<file path="config.mk">
export PLATFORM = sky130hd
export DESIGN_NAME = dsp48a1_mac_sequencer
export DESIGN_NICKNAME = d
export VERILOG_FILES = /design/src/rtl/dsp_pkg.sv /design/src/rtl/dsp_seq_tagpipe.sv /design/src/rtl/dsp48a1_mac_sequencer.sv
export SDC_FILE = /design/constraint.sdc
export NUM_CORES = 1
export LEC_CHECK = 0
export BUFFER_PORTS_ARGS = -buffer_cell sky130_fd_sc_hd__clkbuf_2
export CAP_MARGIN = 20
export CORE_ASPECT_RATIO = 1.25
export CORE_MARGIN = 3
export CORE_UTILIZATION = 30
export DETAILED_ROUTE_END_ITERATION = 8
export GPL_TIMING_DRIVEN = 0
export SETUP_SLACK_MARGIN = 0.1
export SKIP_CTS_REPAIR_TIMING = 1
export SLEW_MARGIN = 20
export SYNTH_ARGS = -nofsm -noshare
export SYNTH_HDL_FRONTEND = slang
export SYNTH_HIERARCHICAL = 1
export SYNTH_SLANG_ARGS = --single-unit
</file>
<file path="constraint.sdc">
create_clock -name clk -period 2.2 [get_ports clk]
set_input_delay 0.22 -clock clk [delete_from_list [all_inputs] [get_ports clk]]
set_output_delay 0.22 -clock clk [all_outputs]
set_load 0.01 [all_outputs]
</file>
<file path="src/rtl/dsp_pkg.sv">
// dsp_pkg: shared sequencer state encoding and DSP48A1 OPMODE constants
package dsp_pkg;
  typedef enum logic [1:0] {IDLE, ACCUM, DRAIN, RESULT} state_t;
  // OPMODE[1:0] is the X mux (01 = M), OPMODE[3:2] is the Z mux (10 = P)
  localparam logic [7:0] OPM_FIRST = 8'h01;
  localparam logic [7:0] OPM_ACC   = 8'h09;
  localparam logic [7:0] OPM_HOLD  = 8'h08;
endpackage

</file>
<file path="src/rtl/dsp_seq_tagpipe.sv">
// dsp_seq_tagpipe: LAT-deep valid/last tag pipe plus first tag, aligning OPMODE and P capture with the slice
module dsp_seq_tagpipe #(
  parameter int LAT = 3
) (
  input  logic clk,
  input  logic rst_n,
  input  logic in_valid,
  input  logic in_first,
  input  logic in_last,
  output logic op_valid,
  output logic op_first,
  output logic cap
);
  logic [LAT-1:0] valid;
  logic [LAT-1:0] last;
  logic first;
  // Stage k holds the tags of the element handshaken k+1 cycles ago
  always_ff @(posedge clk or negedge rst_n)
    if (!rst_n) begin
      valid <= '0;
      last  <= '0;
      first <= 1'b0;
    end else begin
      valid[0] <= in_valid;
      last[0]  <= in_valid & in_last;
      first    <= in_first;
      for (int i = 1; i < LAT; i++) begin
        valid[i] <= valid[i-1];
        last[i]  <= last[i-1];
      end
    end
  assign op_valid = valid[0];
  assign op_first = first;
  assign cap      = valid[LAT-1] & last[LAT-1];
endmodule

</file>
<file path="src/rtl/dsp48a1_mac_sequencer.sv">
// dsp48a1_mac_sequencer: streams operand pairs into a DSP48A1 slice and returns dot products; DSP_SEQ_STATS_EN adds result/stall counters
module dsp48a1_mac_sequencer
  import dsp_pkg::*;
#(
  parameter int LAT  = 3,
  parameter int LENW = 16
) (
  input  logic            clk,
  input  logic            rst_n,
  input  logic            s_valid,
  output logic            s_ready,
  input  logic [17:0]     s_a,
  input  logic [17:0]     s_b,
  input  logic            s_last,
  output logic            m_valid,
  input  logic            m_ready,
  output logic [47:0]     m_p,
  output logic            m_carry,
  output logic [LENW-1:0] m_len,
  output logic [17:0]     dsp_a,
  output logic [17:0]     dsp_b,
  output logic [7:0]      dsp_opmode,
  output logic            dsp_ce,
  input  logic [47:0]     dsp_p,
  input  logic            dsp_carryout,
  output logic [31:0]     stat_results,
  output logic [31:0]     stat_stalls
);
  state_t state;
  logic [LENW-1:0] count;
  logic hs, op_valid, op_first, cap;

  assign s_ready    = rst_n && (state == IDLE || state == ACCUM);
  assign hs         = s_valid && s_ready;
  assign dsp_a      = hs ? s_a : '0;
  assign dsp_b      = hs ? s_b : '0;
  assign dsp_ce     = rst_n;
  assign dsp_opmode = !rst_n ? 8'h00 : !op_valid ? OPM_HOLD : op_first ? OPM_FIRST : OPM_ACC;

  dsp_seq_tagpipe #(.LAT(LAT)) tagpipe (
    .clk      (clk),
    .rst_n    (rst_n),
    .in_valid (hs),
    .in_first (state == IDLE),
    .in_last  (s_last),
    .op_valid (op_valid),
    .op_first (op_first),
    .cap      (cap)
  );

  // Vector FSM: count elements, wait for the last product to reach P, hold the result until taken
  always_ff @(posedge clk or negedge rst_n)
    if (!rst_n) begin
      state   <= IDLE;
      count   <= '0;
      m_valid <= 1'b0;
      m_p     <= '0;
      m_carry <= 1'b0;
      m_len   <= '0;
    end else begin
      if (hs) count <= (state == IDLE) ? LENW'(1) : (&count ? count : count + 1'b1);
      case (state)
        IDLE, ACCUM: if (hs) state <= s_last ? DRAIN : ACCUM;
        DRAIN: if (cap) begin
          state   <= RESULT;
          m_valid <= 1'b1;
          m_p     <= dsp_p;
          m_carry <= dsp_carryout;
          m_len   <= count;
        end
        default: if (m_ready) begin
          state   <= IDLE;
          m_valid <= 1'b0;
        end
      endcase
    end

`ifdef DSP_SEQ_STATS_EN
  // Wrapping counters of accepted results and back-pressured result cycles
  always_ff @(posedge clk or negedge rst_n)
    if (!rst_n) begin
      stat_results <= '0;
      stat_stalls  <= '0;
    end else begin
      if (m_valid && m_ready) stat_results <= stat_results + 1'b1;
      if (m_valid && !m_ready) stat_stalls <= stat_stalls + 1'b1;
    end
`else
  assign stat_results = '0;
  assign stat_stalls  = '0;
`endif
endmodule

</file>
==> run summary <==
run status = complete, but fails checks
failing checks = hold timing
Final Setup Violations = 0
Die ar. = 16400 sq um
Logic pwr share = 31.2%
P_leak = 3.37 nW
Post-DRT Antenna Nets = 0
synth unique cells = 48
first drt pass iteration count = 4
Max-Cap Viols = 0
peak supply drop = 0.000375 V
TritonCTS sink count = 91
ratio of cells with drive above 1 in the final layout = 53.8%
Post-synth EDFFs = 0
drt initial violations = 108
Seq/Total Area, Yosys = 50.9%
Final Power = 5.68 mW
fin crit share = 91.4%
Worst-path clk slew = 70 ps
sequential share of power = 41.7%
RR Startpoint = count[0]
CP arrival = 1790 ps
Mapped Area = 4470 sq um
Final Util = 43.4%
Ys Warns = 6
chip height = 143 microns
CP Launch Type = flip-flop
TritonCTS buffer count = 9
reg-to-reg critical path endpoint = count[0]
I/O pin count = 266
largest net degree at the start of global routing = 96
number of synthesized register bits = 91
Fin. Hold Viols = 91
Post-Synth XOR/XNOR Area = 0%
largest family of logic cells by synthesized area = multiplexers
clock power share = 27.1%
vias in the first global route = 3663
CTS root buffer = clkbuf_16
initial antenna violation count = 0
# diodes = 0
Std-Cell Rows = 49
Via-to-Cell Ratio = 4.27
Sw Share = 32.0%
Synth Area in Adders = 0.280%
post-synthesis cell count = 386
wirelength, routed = 10.8 mm
CTS tree = done
Hold/Removal Path Class = in2async
mux contribution to synthesized area = 15.5%
mean post-synth cell area = 11.6 sq um
port buffer count = 195
worst-path maximum fanout = 10
grt total ovfl = 0
PD cells = 904 nW/um^2
Area contributors post-synth = dfrtp_1, mux2_2, buf_4
simple-gate share of the synthesized area = 12.2%
R2R Setup Slk = 190 ps
area leader, netlist = dfrtp_1
Rel. slew slack = 60.1%
compound-gate portion of the synthesized area = 6.54%
worst hold margin = -203 ps
Finished Layout Cells = 844
RSZ-0062 raised after global routing = true
Cell Int Power = 3.86 mW
Worst setup EP type = primary output
clk_lat worst skew = 340 ps
Setup WS pre-CTS = -278 ps
Post-synth top flop = dfrtp_1
Final WS setup = 190 ps
switching pwr = 1.82 mW
fin. max-slew vios = 0
Slew @ Worst Pin = 598 ps
DR vias = 3606
H-tree Lvls = 3
core area = 14500 sq um
first-pass GRT wire length = 17.2 mm
gpl congestion = 0.823
placed cells = 828
Post-synth ARST share = 100%
Die Width = 115 microns
Initial Util = 30.9%
final net count = 752
post-DP HPWL = 8.72 mm
Reg2Reg Depth = 5
Area Growth Syn to Fin = 40.5%
Tmin final = 2010 ps
clk_skew = 5.44 ps
CTS max path bufs = 2
Max Fclk = 498 MHz
Worst EP required = 1980 ps
Crit Path Class = reg2out
DRC viols = 0
Synth top area share = 50.9%
GRT Total Usage = 13.0%
WL/cell = 12.8 microns
==> cell usage in the layout, fill, tap and decap left out, types with 2 or more instances in the layout <==
cell type and count:
mux2_2 60, a2bb2oi_1 3, o31a_1 2, nand4_1 5, clkbuf_2 195, nor3_1 4, clkbuf_1 9, and4_1 2
o21ai_0 9, o31ai_1 3, nor4_1 2, nand2_1 18, mux2i_1 2, or4_1 2, and2_1 39, nand2b_1 3
o211ai_1 3, a31oi_1 2, buf_2 3, o21ai_1 2, o41ai_1 2, dfrtp_1 91, clkinvlp_4 2, a21oi_1 6
clkbuf_4 2, clkbuf_16 9, a21boi_0 3, inv_6 3, buf_4 74, nand3_1 6, conb_1 70, inv_1 7
==> per-layer routing <==
metal | routed length, microns | GRT usage (%) | vias up | share of wire, %
li1 | - | - | 1744 | -
met3 | 794 | 2.42 | 13 | 7.3
met1 | 4060 | 14.7 | 1668 | 38
met5 | 0 | 0 | - | 0
met2 | 5770 | 23.5 | 181 | 53
met4 | 191 | 6.00 | 0 | 1.8
==> stage by stage <==
| stage | instance area [sq um] | TNS, ps |
|---|---|---|
| floorplan | 4730 | 0 |
| global placement | 5930 | -91680 |
| detailed placement | 5940 | -8150 |
| CTS | 6240 | -7810 |
| global route | 6280 | 0 |
| finish | 6280 | 0 |
==> power by group through the flow <==
stage	Combinational [mW]	Sequential, mW	Clock (mW)
6_report	1.77	2.37	1.54
5_1_grt	1.96	2.43	1.66
4_1_cts	1.77	2.37	1.61
3_5_place_dp	1.77	2.40	0
3_3_place_gp	1.73	2.38	0
2_1_floorplan	0.881	2.53	0
==> kinds of logic (layout without fill, tap and decap cells) <==
family,after synthesis,in the layout
fa+ha+maj,1,1
mux,62,62
flops,91,91
simple gates,92,92
buf+inv,97,308
compound gates,42,42
other cells,1,70
==> Yosys cell counts, types with 4 or more instances <==
cell type,number
dfrtp_1,91
buf_4,71
mux2_2,60
and2_1,39
nand2_1,18
clkbuf_1,12
o21ai_0,9
inv_1,7
a21oi_1,6
nand3_1,6
nand4_1,5
buf_2,4
nor3_1,4
==> critical path: stages (launching register included) <==
cell and delay, ps:
dfrtp_1 350, buf_2 160, nor2b_4 160, nand2_4 100, inv_2 90, buf_8 140, buf_4 140, and2_1 160
clkbuf_2 150
==> worst max-delay path by stage <==
stage	startpoint	end	slack, ps	depth (start not counted)
4_1_cts	rst_n	dsp_b[10]	-280	8
3_3_place_gp	rst_n	dsp_b[10]	-1490	8
3_5_place_dp	rst_n	dsp_b[10]	-280	8
5_1_grt	state[1]	dsp_a[4]	60	8
2_1_floorplan	count[0]	count[0]	500	5
6_report	state[1]	dsp_b[2]	190	8
==> final cells by class <==
type	instances	area (sq um)
Clock inverter	6	71.3
Timing Repair Buffer	195	991
Inverter	8	30.0
Sequential cell	91	2280
Clock buffer	10	229
Fill cell	1407	8180
Buffer	89	636
Tap cell	178	223
Multi-Input combinational cell	267	1830
==> sequential cells by signal (all words and copies together), names as in the netlist <==
signal,cells
state,2
m_valid,1
tagpipe/op_first,1
m_p,48
tagpipe/valid,3
tagpipe/last,3
m_carry,1
count,16
m_len,16
Power figures use the tool's default switching activity.
